[src/rtl/rob_retire_pkg.sv]
// rtl/rob_retire_pkg.sv - shared ROB entry layout and retire-stage types
package rob_retire_pkg;

    localparam int XLEN          = 32;
    localparam int ARF_ID_WIDTH  = 5;
    localparam int ROB_PTR_WIDTH = 3;
    localparam int ENTRY_WIDTH   = 3 + ARF_ID_WIDTH + 2 * XLEN;

    // Bit offsets of each field inside a packed ROB entry (LSB side first)
    localparam int TPC_LSB      = 0;
    localparam int RESULT_LSB   = TPC_LSB + XLEN;
    localparam int ARF_ID_LSB   = RESULT_LSB + XLEN;
    localparam int REDIRECT_BIT = ARF_ID_LSB + ARF_ID_WIDTH;
    localparam int HAS_DEST_BIT = REDIRECT_BIT + 1;
    localparam int DONE_BIT     = HAS_DEST_BIT + 1;

    typedef struct packed {
        logic                    done;
        logic                    has_dest;
        logic                    redirect;
        logic [ARF_ID_WIDTH-1:0] arf_id;
        logic [XLEN-1:0]         result;
        logic [XLEN-1:0]         target_pc;
    } rob_entry_t;

    typedef enum logic {
        RUN   = 1'b0,
        FLUSH = 1'b1
    } retire_state_t;

endpackage

[src/rtl/rob_retire_flush_timer.sv]
// rtl/rob_retire_flush_timer.sv - loadable 4-bit down-counter timing the flush drain window
module flush_timer (
    input  logic       clk,
    input  logic       rst_aL,
    input  logic       load,
    input  logic [3:0] load_val,
    output logic [3:0] count,
    output logic       last
);

    // Load on request, otherwise count down and rest at zero
    always_ff @(posedge clk or negedge rst_aL) begin
        if (!rst_aL) begin
            count <= 4'd0;
        end else if (load) begin
            count <= load_val;
        end else if (count != 4'd0) begin
            count <= count - 4'd1;
        end
    end

    assign last = (count == 4'd1);

endmodule

[src/rtl/rob_retire_reg.sv]
// rtl/rob_retire_reg.sv - enabled register primitive with async active-low clear
module rob_reg #(
    parameter int W = 1
) (
    input  logic         clk,
    input  logic         rst_aL,
    input  logic         en,
    input  logic [W-1:0] d,
    output logic [W-1:0] q
);

    // Capture d when enabled, clear asynchronously on reset
    always_ff @(posedge clk or negedge rst_aL) begin
        if (!rst_aL) begin
            q <= '0;
        end else if (en) begin
            q <= d;
        end
    end

endmodule

[src/rtl/rob_retire.sv]
// rtl/rob_retire.sv - in-order ROB commit stage with ARF write and flush/redirect
module rob_retire
    import rob_retire_pkg::*;
#(
    parameter int XLEN          = 32,
    parameter int ARF_ID_WIDTH  = 5,
    parameter int ROB_PTR_WIDTH = 3,
    parameter int FLUSH_CYCLES  = 2,
    parameter int ENTRY_WIDTH   = 3 + ARF_ID_WIDTH + 2 * XLEN
) (
    input  logic                     clk,
    input  logic                     rst_aL,
    input  logic                     rob_deq_valid,
    input  logic [ENTRY_WIDTH-1:0]   rob_deq_data,
    input  logic [ROB_PTR_WIDTH-1:0] rob_deq_addr,
    output logic                     rob_deq_ready,
    input  logic                     arf_stall,
    output logic                     arf_we,
    output logic [ARF_ID_WIDTH-1:0]  arf_waddr,
    output logic [XLEN-1:0]          arf_wdata,
    output logic                     flush,
    output logic [XLEN-1:0]          redirect_pc,
    output logic [ROB_PTR_WIDTH-1:0] flush_rob_id,
    output logic [31:0]              retired_count
);

    // Field offsets follow the shared entry layout but track this instance's widths
    localparam int OFS_TPC    = 0;
    localparam int OFS_RESULT = OFS_TPC + XLEN;
    localparam int OFS_ARF_ID = OFS_RESULT + XLEN;
    localparam int OFS_REDIR  = OFS_ARF_ID + ARF_ID_WIDTH;
    localparam int OFS_HDEST  = OFS_REDIR + 1;
    localparam int OFS_DONE   = OFS_HDEST + 1;

    logic                    head_done;
    logic                    head_has_dest;
    logic                    head_redirect;
    logic [ARF_ID_WIDTH-1:0] head_arf_id;
    logic [XLEN-1:0]         head_result;
    logic [XLEN-1:0]         head_tpc;

    assign head_done     = rob_deq_data[OFS_DONE];
    assign head_has_dest = rob_deq_data[OFS_HDEST];
    assign head_redirect = rob_deq_data[OFS_REDIR];
    assign head_arf_id   = rob_deq_data[OFS_ARF_ID +: ARF_ID_WIDTH];
    assign head_result   = rob_deq_data[OFS_RESULT +: XLEN];
    assign head_tpc      = rob_deq_data[OFS_TPC +: XLEN];

    retire_state_t state;
    logic          retire;
    logic          arf_write;
    logic          take_flush;
    logic [3:0]    timer_count;
    logic          timer_last;
    logic [31:0]   count_q;

    // Ready is forced low while reset is held so nothing is consumed during reset
    assign retire        = rst_aL & rob_deq_valid & head_done & ~arf_stall & (state == RUN);
    assign rob_deq_ready = retire;
    assign arf_write     = retire & head_has_dest & (head_arf_id != '0);
    assign take_flush    = retire & head_redirect;

    flush_timer u_flush_timer (
        .clk      (clk),
        .rst_aL   (rst_aL),
        .load     (take_flush),
        .load_val (4'(FLUSH_CYCLES)),
        .count    (timer_count),
        .last     (timer_last)
    );

    // RUN -> FLUSH on a redirecting retire; leave on the final blocked cycle
    // (a zero count also exits, so a stray zero load can never wedge the stage)
    always_ff @(posedge clk or negedge rst_aL) begin
        if (!rst_aL) begin
            state <= RUN;
        end else if (state == RUN) begin
            if (take_flush) begin
                state <= FLUSH;
            end
        end else if (timer_last || (timer_count == 4'd0)) begin
            state <= RUN;
        end
    end

    rob_reg #(.W(1)) u_arf_we (
        .clk (clk), .rst_aL (rst_aL), .en (1'b1), .d (arf_write), .q (arf_we)
    );

    rob_reg #(.W(ARF_ID_WIDTH + XLEN)) u_arf_wr (
        .clk (clk), .rst_aL (rst_aL), .en (arf_write),
        .d ({head_arf_id, head_result}), .q ({arf_waddr, arf_wdata})
    );

    rob_reg #(.W(1)) u_flush (
        .clk (clk), .rst_aL (rst_aL), .en (1'b1), .d (take_flush), .q (flush)
    );

    rob_reg #(.W(XLEN + ROB_PTR_WIDTH)) u_redirect (
        .clk (clk), .rst_aL (rst_aL), .en (take_flush),
        .d ({head_tpc, rob_deq_addr}), .q ({redirect_pc, flush_rob_id})
    );

    // Debug retire counter, wraps naturally at 2^32
    always_ff @(posedge clk or negedge rst_aL) begin
        if (!rst_aL) begin
            count_q <= 32'd0;
        end else if (retire) begin
            count_q <= count_q + 32'd1;
        end
    end

    assign retired_count = count_q;

endmodule

[config.mk]
export PLATFORM = sky130hd
export DESIGN_NAME = rob_retire
export DESIGN_NICKNAME = d
export VERILOG_FILES = /design/src/rtl/rob_retire_pkg.sv /design/src/rtl/rob_retire_flush_timer.sv /design/src/rtl/rob_retire_reg.sv /design/src/rtl/rob_retire.sv
export SDC_FILE = /design/constraint.sdc
export NUM_CORES = 1
export LEC_CHECK = 0
export BUFFER_PORTS_ARGS = -buffer_cell sky130_fd_sc_hd__buf_2
export CAP_MARGIN = 20
export CORE_MARGIN = 2
export CORE_UTILIZATION = 40
export DETAILED_ROUTE_END_ITERATION = 16
export GPL_TIMING_DRIVEN = 1
export PLACE_DENSITY_LB_ADDON = 0.1
export SYNTH_ARGS = -nofsm -noshare
export SYNTH_HDL_FRONTEND = slang
export SYNTH_HIERARCHICAL = 1
export SYNTH_SLANG_ARGS = --single-unit
export TNS_END_PERCENT = 30
[constraint.sdc]
create_clock -name clk -period 3.46 [get_ports clk]
set_input_delay 0.692 -clock clk [delete_from_list [all_inputs] [get_ports clk]]
set_output_delay 0.692 -clock clk [all_outputs]
set_load 0.005 [all_outputs]
---- After elaboration in Yosys (flattened, before gate mapping) ----
Index checks and enable logic that the tools add are counted.
word-level totals
  flip-flop bits (word level) ............. 111
  input port bits ......................... 79
  output and inout bits ................... 107
  logic and storage cells ................. 29
operators by class
  add/subtract/negate cells ............... 2
  equal/unequal tests ..................... 1
  mux-type cells .......................... 5
  bitwise logic cells ..................... 9
  reductions and logical operators ........ 5
operator list
  cell                   number
  $add 32x1->32 const B  1
  $mux 4                 2
  $and 1x1->1            7
  $reduce_bool 5->1      1
  $eq 4x1->1 const B     1
  $logic_not 4->1        1
  $reduce_bool 4->1      1
  $sub 4x1->4 const B    1
  $mux 1                 3
  $not 1->1              2
  $reduce_bool 2->1      1
  $logic_or 1x1->1       1

---- Logic depth before layout (Yosys ltp) ----
Gate-level depths: netlist (run 1).
  word-level depth ........................ 7
  gate-level depth with buffers ........... 8
  gate-level depth less buffers ........... 5

---- Cells and area by module ----
Netlist (run 1), hierarchy kept.
by module, submodules not included
  module                   times used  cells an instance  area an instance (µm²)  seq. area each (µm²)
  rob_retire               1           150                1692.9                  825.8
  rob_reg at u_arf_wr      1           78                 1526.5                  925.9
  rob_reg at u_redirect    1           74                 1453.9                  875.8
  flush_timer              1           24                 265.3                   100.1
  rob_reg at u_arf_we ...  2           2                  40.0                    25.0

---- Worst setup path before layout (run 1) ----
Ideal clock, no wire load.
  kind .................................... input to register
  start point ............................. input port rob_deq_data[71]
  end point ............................... register u_arf_wr.q[10]
  setup time .............................. 0.125 ns
  arrival ................................. 2.159 ns
  data required time ...................... 3.335 ns
  path slack .............................. 1.176 ns
  stages .................................. 8
  path buffers ............................ 4
  path through ............................ and3_1 > buf_2 > and2_1 > clkbuf_1 > o311a_1 > buf_6 > buf_12 > mux2_4
on the way
  word-level cells in the longest chain between the ends .. 5
RTL lines
  item                      RTL line              source
  start, declared           rob_retire.sv:14      input logic [ENTRY_WIDTH-1:0] rob_deq_data,
  $and 1x1->1 (3 in a row)  rob_retire.sv:58      assign retire = rst_aL & rob_deq_valid & head_done & ~arf_stall & (state == RUN);
  net rob_deq_ready         rob_retire.sv:16      output logic rob_deq_ready,
  $and 1x1->1 (2 in a row)  rob_retire.sv:60      assign arf_write = retire & head_has_dest & (head_arf_id != '0);
  net arf_write             rob_retire.sv:51      logic arf_write;
  end signal, assigned      rob_retire_reg.sv:15  q <= '0;
  end signal, assigned      rob_retire_reg.sv:17  q <= d;
  end, declared             rob_retire_reg.sv:9   output logic [W-1:0] q
The timed path passes the listed nets, and every way through them passes these cells.
A chain may end at the register's enable or synchronous reset.

---- Worst setup path in the final report (run 1) ----
  start point ............................. input port rst_aL
  end point ............................... register u_arf_wr.q[22]
on the way
  word-level cells in the longest chain between the ends .. 6
RTL lines
  item                      RTL line          source
  start, declared           rob_retire.sv:12  input logic rst_aL,
  $and 1x1->1 (4 in a row)  rob_retire.sv:58
  $and 1x1->1 (2 in a row)  rob_retire.sv:60
  net arf_write             rob_retire.sv:51
The timed path passes the listed nets, and every way through them passes these cells.

==> qor.txt, run 1 <==
DRT Pass-1 Iters: 4
Min Tclk post-route: 2.392 ns
Maximum number of pins on one net before global-route repair: 85
Commonest non-fill, non-tap cell in the layout: buf_2
Max Cap Violations: 0
Switching Share: 27.68%
DP Wirelength: 7588 um
Drt total wl: 10440 um
IO Count: 186
Syn avg cell area: 15.21 um2
First-pass GRT wire length: 16030 um
Setup Fix Bufs, Post-CTS: 0
Critical-path top delay cell: o311a_2
Sequential fraction of the synthesis area: 55.35%
RSZ-0062 raised after global routing: false
CP cell instances: buf_4 -> and3_1 -> and2_1 -> o311a_2 -> buf_12 -> mux2_4
CTS tree: built
Crit path depth: 6
FP Rows: 40
Post-CTS Resized: 0
# H-tree levels: 3
Yosys warns: 6
Synthesized instance count: 330
Worst-path clk slew: 0.07 ns
Post-route setup TNS: 0 ns
Most frequent cells in the layout: buf_2, dfrtp_1, mux2_4, xor2_1
Tcrit/Tclk final: 69.14%
Int Power: 0.003037 W
R2r worst-path depth: 5
Reg-to-reg critical path startpoint: state
Die area: 0.01346 mm2
Worst-Margin Slew: 0.6418 ns
Wire per inst: 15.05 um
Layout Skew: 0.005281 ns
Fmax: 418.0 MHz
Origin of the worst setup path: rst_aL
Placer Congestion: 0.7551
Number of enable flip-flop cells after synthesis: 0
DRC errors left: 0
Total track usage: 15.49%
Async SR Flop Fraction: 100.0%
# diodes: 0
Critical path class: in -> reg
Clk network pwr share: 25.0%
Routed vias: 3243
Synth Register Bits: 111
Die width: 116.0 um
Distinct cells, synth: 41
Num CTS Buffers: 9
Initial antenna violation count: 0
Placed cells: 677
Area of the mapped netlist: 0.005019 mm2
Number of global-route vias before repair: 3120
DRT iter0 DRCs: 161
Hold buffers post-CTS: 0
Largest area contributor in the netlist: dfrtp_1
Total Nets Final: 604
Worst Path Buf+Inv: 2
CTS max path bufs: 2
P_leak: 3.373 nW
Total Power: 0.004200 W
CP Max Fanout: 22
Slew Viols, Final: 0
Power per cell area: 659.2 mW/mm2
Residual overflow from global routing: 0
Area Growth Syn to Fin: 26.95%
Starting Density: 41.44%
Ys flop type: dfrtp_1
Status: completed
CTS sink cnt: 111
PortBufs: 185
Layout cells sized above 1: 56.27%
Flop pwr share: 46.1%
Max IR drop VDD: 0.2642 mV
Hold Path Class: in -> async
Startpoint Class: input pin
Final hold viol count: 0
Post-Layout Cell Count: 694
Die Y: 116.0 um
Max_slew headroom: 57.22%
Combinational power share: 28.9%
Std-Cell Core Area: 0.01211 mm2
Area contributors post-synth: dfrtp_1, mux2_4, xor2_1
WP data required: 3.69 ns
Final setup violation count: 0
Crit. End Element: flop
Switching power: 0.001162 W
Vias per cell: 4.673
Crit path max-delay family: simple AND/OR/NAND/NOR gates
Critical path's largest stage delay: 0.58 ns
Worst-Skew Late Latency: 0.35 ns
Crit path DAT: 2.62 ns
Clock Root Buffer: clkbuf_16
Post-synth top area share: 55.35%
Post-DRT Antenna Nets: 0
registers in the layout (all words and copies together), names as in the netlist:
name,cells
retired_count,32
state,1
u_arf_we/q,1
u_arf_wr/q,37
u_flush/q,1
u_flush_timer/count,4
u_redirect/q,35
routing by layer:
metal / routed length (um) / share of wire (%) / global-route usage (%)
met2: 4508 / 43 / 21.64
met5: 0 / 0 / 0
met4: 203 / 1.9 / 7.063
met1: 4854 / 46 / 22.27
met3: 878 / 8.4 / 4.498
stage by stage:
| stage | worst slack [ns] | instance area, um2 | utilization [%] | hold slack (ns) |
|---|---|---|---|---|
| floorplan | 1.176 | 5034 | - | 0.3964 |
| global placement | 0.7355 | 6050 | 49.95 | 0.4560 |
| detailed placement | 0.6925 | 6050 | 49.95 | 0.4559 |
| CTS | 1.069 | 6351 | 52.44 | 0.3653 |
| global route | 0.9368 | 6371 | 52.60 | 0.3862 |
| finish | 1.068 | 6371 | 52.60 | 0.3681 |
path summary, 6_finish.rpt:
path / slack [ns] / endpoint
max reg2reg: 1.26 / u_arf_wr/q[22]
max in group asynchronous: 1.98 / u_arf_wr/q[22]
min in group clk: 0.47 / retired_count[31]
min: 0.37 / retired_count[29]
max: 1.07 / u_arf_wr/q[22]
min reg2reg: 0.47 / retired_count[31]
power groups by stage:
| stage | combinational, W | sequential [W] | clock (W) |
|---|---|---|---|
| 6_report | 0.00121 | 0.00194 | 0.00105 |
| 5_1_grt | 0.00133 | 0.00199 | 0.00115 |
| 4_1_cts | 0.00123 | 0.00194 | 0.00110 |
| 3_5_place_dp | 0.00123 | 0.00196 | 0 |
| 3_3_place_gp | 0.00121 | 0.00195 | 0 |
| 2_1_floorplan | 0.000648 | 0.00197 | 0 |
synth_stat cells (3+ instances only):
| master | n |
|---|---|
| nor2_1 | 4 |
| inv_1 | 5 |
| mux2_4 | 62 |
| buf_12 | 6 |
| xor2_1 | 25 |
| and4_1 | 5 |
| ha_1 | 4 |
| buf_2 | 3 |
| nor4_1 | 4 |
| mux2_2 | 14 |
| dfrtp_1 | 111 |
| nor3_1 | 14 |
| nand2_1 | 13 |
| nand4_1 | 8 |
| and3_1 | 5 |
| nand3_1 | 7 |
| buf_6 | 3 |
| xnor2_1 | 8 |
final cells by class:
class	count	area [um2]
Sequential cell	111	2778
Fill cell	1108	5741
Clock inverter	7	76.32
Timing Repair Buffer	190	1003
Multi-Input combinational cell	204	2059
Inverter	5	18.77
Clock buffer	9	225.2
Tap cell	168	210.2
logic make-up (layout without fill, tap and decap cells):
family | count (synthesis) | in the layout | share of synthesized area, %
mux | 77 | 77 | 21.89
other cells | 2 | 6 | 0.1496
flops | 111 | 111 | 55.35
simple gates | 79 | 79 | 11.07
compound gates | 5 | 5 | 0.8227
buf+inv | 19 | 211 | 3.964
xor+xnor | 33 | 33 | 5.759
fa+ha+maj | 4 | 4 | 0.9973
Power figures use the tool's default switching activity.
==> run 2, diff against run 1 <==
clock period = 2.19 ns   (was 3.46 ns; I/O delays follow)
==> run 2 against run 1 <==
Net effect:
- first-iteration DRC count down 6.8%
- clock power grew 56%
- flip-flop and latch count stayed put
- largest cell class unchanged
- count of clock-buffer cells in the layout unchanged
- sequential share of layout area is essentially flat
- largest power group unchanged
- critical endpoint is now rob_deq_ready
==> qor.txt, run 2 (same netlist as run 1, synthesis figures left out) <==
Maximum number of pins on one net before global-route repair: 66
Critical path class: reg -> out
# diodes: 0
Vias per cell: 4.704
Total Nets Final: 606
Startpoint Class: flop
CTS max path bufs: 2
Die width: 116.0 um
Pre-CTS setup slack: 0.1563 ns
Design area: 0.006367 mm2
DRT iter0 DRCs: 150
Worst-path clk slew: 0.07 ns
CTS sink cnt: 111
PortBufs: 185
Status: completed
Commonest non-fill, non-tap cell in the layout: buf_2
FP Rows: 40
Die area: 0.01346 mm2
Met2 Wirelength: 4776 um
Placer Congestion: 0.7494
P_leak: 3.383 nW
Power per cell area: 1039 mW/mm2
Crit path DAT: 1.35 ns
Starting Density: 41.44%
Final WS setup: 0.4005 ns
Reg2Reg Capture Point: u_arf_wr/q[2]
IO Count: 186
DP Wirelength: 7566 um
Worst-Skew Late Latency: 0.35 ns
# H-tree levels: 3
Max reg flops: 37
Layout cells sized above 1: 56.36%
Clock Root Buffer: clkbuf_16
Max Cap Violations: 0
Total track usage: 15.90%
Std-Cell Core Area: 0.01211 mm2
Post-DRT Antenna Nets: 0
WL met1: 4912 um
Fmax: 558.8 MHz
Number of global-route vias before repair: 3219
RSZ-0062 raised after global routing: false
Crit. End Element: primary output
Post-CTS Resized: 0
Final hold viol count: 0
Post-route setup TNS: 0 ns
Max_slew headroom: 44.75%
Residual overflow from global routing: 0
DRT Pass-1 Iters: 4
R2r worst-path depth: 5
Num CTS Buffers: 9
Min Tclk post-route: 1.789 ns
Post-Layout Cell Count: 695
FF-to-FF setup slack: 0.42 ns
WP data required: 1.75 ns
Die Y: 116.0 um
Slew Viols, Final: 0
Worst-Margin Slew: 0.8288 ns
DR top layer: met4
Fin util: 52.57%
Initial antenna violation count: 0
Final setup violation count: 0
Met3 WL post-DR: 766 um
DP Area: 0.006072 mm2
Setup Fix Bufs, Post-CTS: 0
Max IR drop VDD: 0.5309 mV
Routed vias: 3269
Layout Skew: 0.005871 ns
Drt total wl: 10660 um
Placed cells: 680
Tcrit/Tclk final: 81.71%
CP Max Fanout: 5
Wire per inst: 15.33 um
Reg-to-reg critical path startpoint: state
DRC errors left: 0
Area Growth Syn to Fin: 26.88%
Hold Path Class: in -> async
Biggest register: u_arf_wr/q
Origin of the worst setup path: state
Most frequent cells in the layout: buf_2, dfrtp_1, mux2_4, xor2_1
CTS tree: built
Hold buffers post-CTS: 0
First-pass GRT wire length: 16400 um
## run 2: worst max-delay path by stage
stage                     end  slack [ns]  cells past startpoint
2_1_floorplan  u_arf_wr/q[10]        0.16                      8
3_3_place_gp   u_arf_wr/q[21]        0.19                      5
3_5_place_dp    u_arf_wr/q[4]        0.16                      6
4_1_cts         rob_deq_ready        0.37                      4
5_1_grt         u_arf_wr/q[4]        0.32                      5
6_report        rob_deq_ready        0.40                      4
## run 2: critical path: stages (launching register included)
cell and delay [ns]:
dfrtp_1 0.41, nor2_4 0.09, and2_1 0.21, buf_4 0.17, buf_2 0.12
## run 2: power breakdown
part           internal [W]  switching [W]
Sequential          0.00267       0.000385
Clock              0.000889       0.000748
Combinational       0.00124       0.000688
## run 2: routing by layer
metal	vias up	track usage, %
met5	-	0
met4	0	7.222
met3	13	3.923
met2	122	23.78
met1	1590	21.95
li1	1544	-
## run 2: through the flow
stage,total power (W),hold slack [ns]
final,0.006617,0.2903
after global routing,0.007048,0.3026
after CTS,0.006720,0.2967
after detailed placement,0.005036,0.4630
after global placement,0.004994,0.4555
after floorplan,0.004137,0.1424
## run 2: final cells by class
| cell class | count | area [um2] |
|---|---|---|
| Fill cell | 1089 | 5744 |
| Sequential cell | 111 | 2778 |
| Multi-Input combinational cell | 204 | 2059 |
| Timing Repair Buffer | 192 | 1006 |
| Clock buffer | 9 | 225.2 |
| Tap cell | 168 | 210.2 |
| Clock inverter | 6 | 70.07 |
| Inverter | 5 | 18.77 |
==> run 3, diff against run 2 <==
clock period = 1.73 ns   (was 2.19 ns; I/O delays follow)
==> run 3 against run 2 <==
Net effect:
- sequential power is 27% higher
- combinational power rose by 29%
- core utilization grew 0.77 points
- global-route usage is 0.36 points higher
- count of clock-buffer cells in the layout rose by 4
- setup slack got worse by 0.31 ns
- critical path type unchanged
- largest power group unchanged
==> qor.txt, run 3 (same netlist as run 1, synthesis figures left out) <==
Status: completed
Placer Congestion: 0.7516
Post-CTS Resized: 0
Setup Fix Bufs, Post-CTS: 0
Die Y: 116.0 um
DP Wirelength: 7744 um
Max IR drop VDD: 0.8434 mV
Final hold viol count: 0
Met2 Wirelength: 4885 um
Die width: 116.0 um
Worst Path Buf+Inv: 2
Max Cap Violations: 0
Placed cells: 693
PortBufs: 185
IO Count: 186
P_leak: 3.444 nW
Routed vias: 3291
Layout Skew: 0.007945 ns
Total Power: 0.008343 W
Max_slew headroom: 52.26%
Tcrit/Tclk final: 94.93%
CTS sink cnt: 111
Met3 WL post-DR: 870 um
DR top layer: met4
Drt total wl: 10710 um
Layout cells sized above 1: 57.49%
Most frequent cells in the layout: buf_2, dfrtp_1, mux2_4, xor2_1, buf_4
Total Nets Final: 619
R2r worst-path depth: 5
Crit. End Element: primary output
Reg2Reg Capture Point: u_arf_wr/q[1]
Worst-path clk slew: 0.07 ns
RSZ-0062 raised after global routing: true
Critical path class: reg -> out
Total track usage: 16.26%
Num CTS Buffers: 9
Initial antenna violation count: 0
# H-tree levels: 3
Max reg flops: 37
Slew Viols, Final: 0
Die area: 0.01346 mm2
Fmax: 608.9 MHz
Worst-Margin Slew: 0.7161 ns
CP Max Fanout: 5
Post-Layout Cell Count: 709
Min Tclk post-route: 1.642 ns
Fin util: 53.35%
Crit path DAT: 1.30 ns
Wire per inst: 15.10 um
FP Rows: 40
FF-to-FF setup slack: 0.11 ns
Area Growth Syn to Fin: 28.75%
Maximum number of pins on one net before global-route repair: 58
Post-DRT Antenna Nets: 0
Crit path max-delay family: flip-flops
Post-route setup TNS: 0 ns
Vias per cell: 4.642
Reg-to-reg critical path startpoint: state
Number of global-route vias before repair: 3206
DRT iter0 DRCs: 179
Hold Path Class: in -> async
Worst-Skew Late Latency: 0.35 ns
Commonest non-fill, non-tap cell in the layout: buf_2
CTS tree: built
Starting Density: 41.44%
Pre-CTS setup slack: -0.1241 ns
Hold buffers post-CTS: 0
Clock Root Buffer: clkbuf_16
Power per cell area: 1291 mW/mm2
Final WS setup: 0.08773 ns
# diodes: 0
Critical path's largest stage delay: 0.41 ns
DRT Pass-1 Iters: 4
CTS max path bufs: 2
Residual overflow from global routing: 0
Startpoint Class: flop
Std-Cell Core Area: 0.01211 mm2
First-pass GRT wire length: 16880 um
WP data required: 1.38 ns
DRC errors left: 0
Final setup violation count: 0
WL met1: 4791 um
CP cell instances: nor2_4 -> and2_4 -> buf_4 -> buf_2
Biggest register: u_arf_wr/q
Critical-path top delay cell: dfrtp_1
[run 3: final cells by class]
class / instances / area [um2]
repair buffers: 205 / 1104
well taps: 168 / 210.2
clock buffers: 13 / 260.3
fillers: 1059 / 5650
inverters: 5 / 18.77
flip-flops and latches: 111 / 2778
multi-input cells: 204 / 2064
clock inverters: 3 / 26.28
[run 3: layer usage]
layer	GRT usage (%)	vias to the layer above
li1	-	1571
met1	21.77	1586
met2	24.41	124
met3	5.805	10
met4	6.032	0
met5	0	-
[run 3: worst max-delay path by stage]
stage,from,to,slack (ns),depth (start not counted)
2_1_floorplan,rob_deq_data[71],u_arf_wr/q[10],-0.05,8
3_3_place_gp,rob_deq_data[65],u_arf_wr/q[12],-0.10,5
3_5_place_dp,rob_deq_data[65],u_arf_wr/q[29],-0.12,5
4_1_cts,state,rob_deq_ready,0.05,4
5_1_grt,state,rob_deq_ready,-0.001,4
6_report,state,rob_deq_ready,0.09,4
[run 3: tightest hold or removal path, delay by kind of cell]
kind | cells | cell delay, ns
buffers and inverters | 3 | 0.72
[run 3: through the flow]
| stage | cell area [um2] | hold slack [ns] |
|---|---|---|
| 2_1_floorplan | 5052 | 0.05041 |
| 6_report | 6461 | 0.2225 |
| 3_3_place_gp | 6172 | 0.4561 |
| 3_5_place_dp | 6172 | 0.4558 |
| 4_1_cts | 6459 | 0.2048 |
| 5_1_grt | 6461 | 0.2045 |
[run 3: report_power, final]
| group | switching [W] | internal [W] | leakage [nW] | total (W) |
|---|---|---|---|---|
| logic | 0.000879 | 0.00159 | 1.89 | 0.00247 |
| clock network | 0.000943 | 0.00107 | 0.140 | 0.00201 |
| registers | 0.000478 | 0.00338 | 1.41 | 0.00386 |
| total | 0.00230 | 0.00604 | 3.44 | 0.00834 |
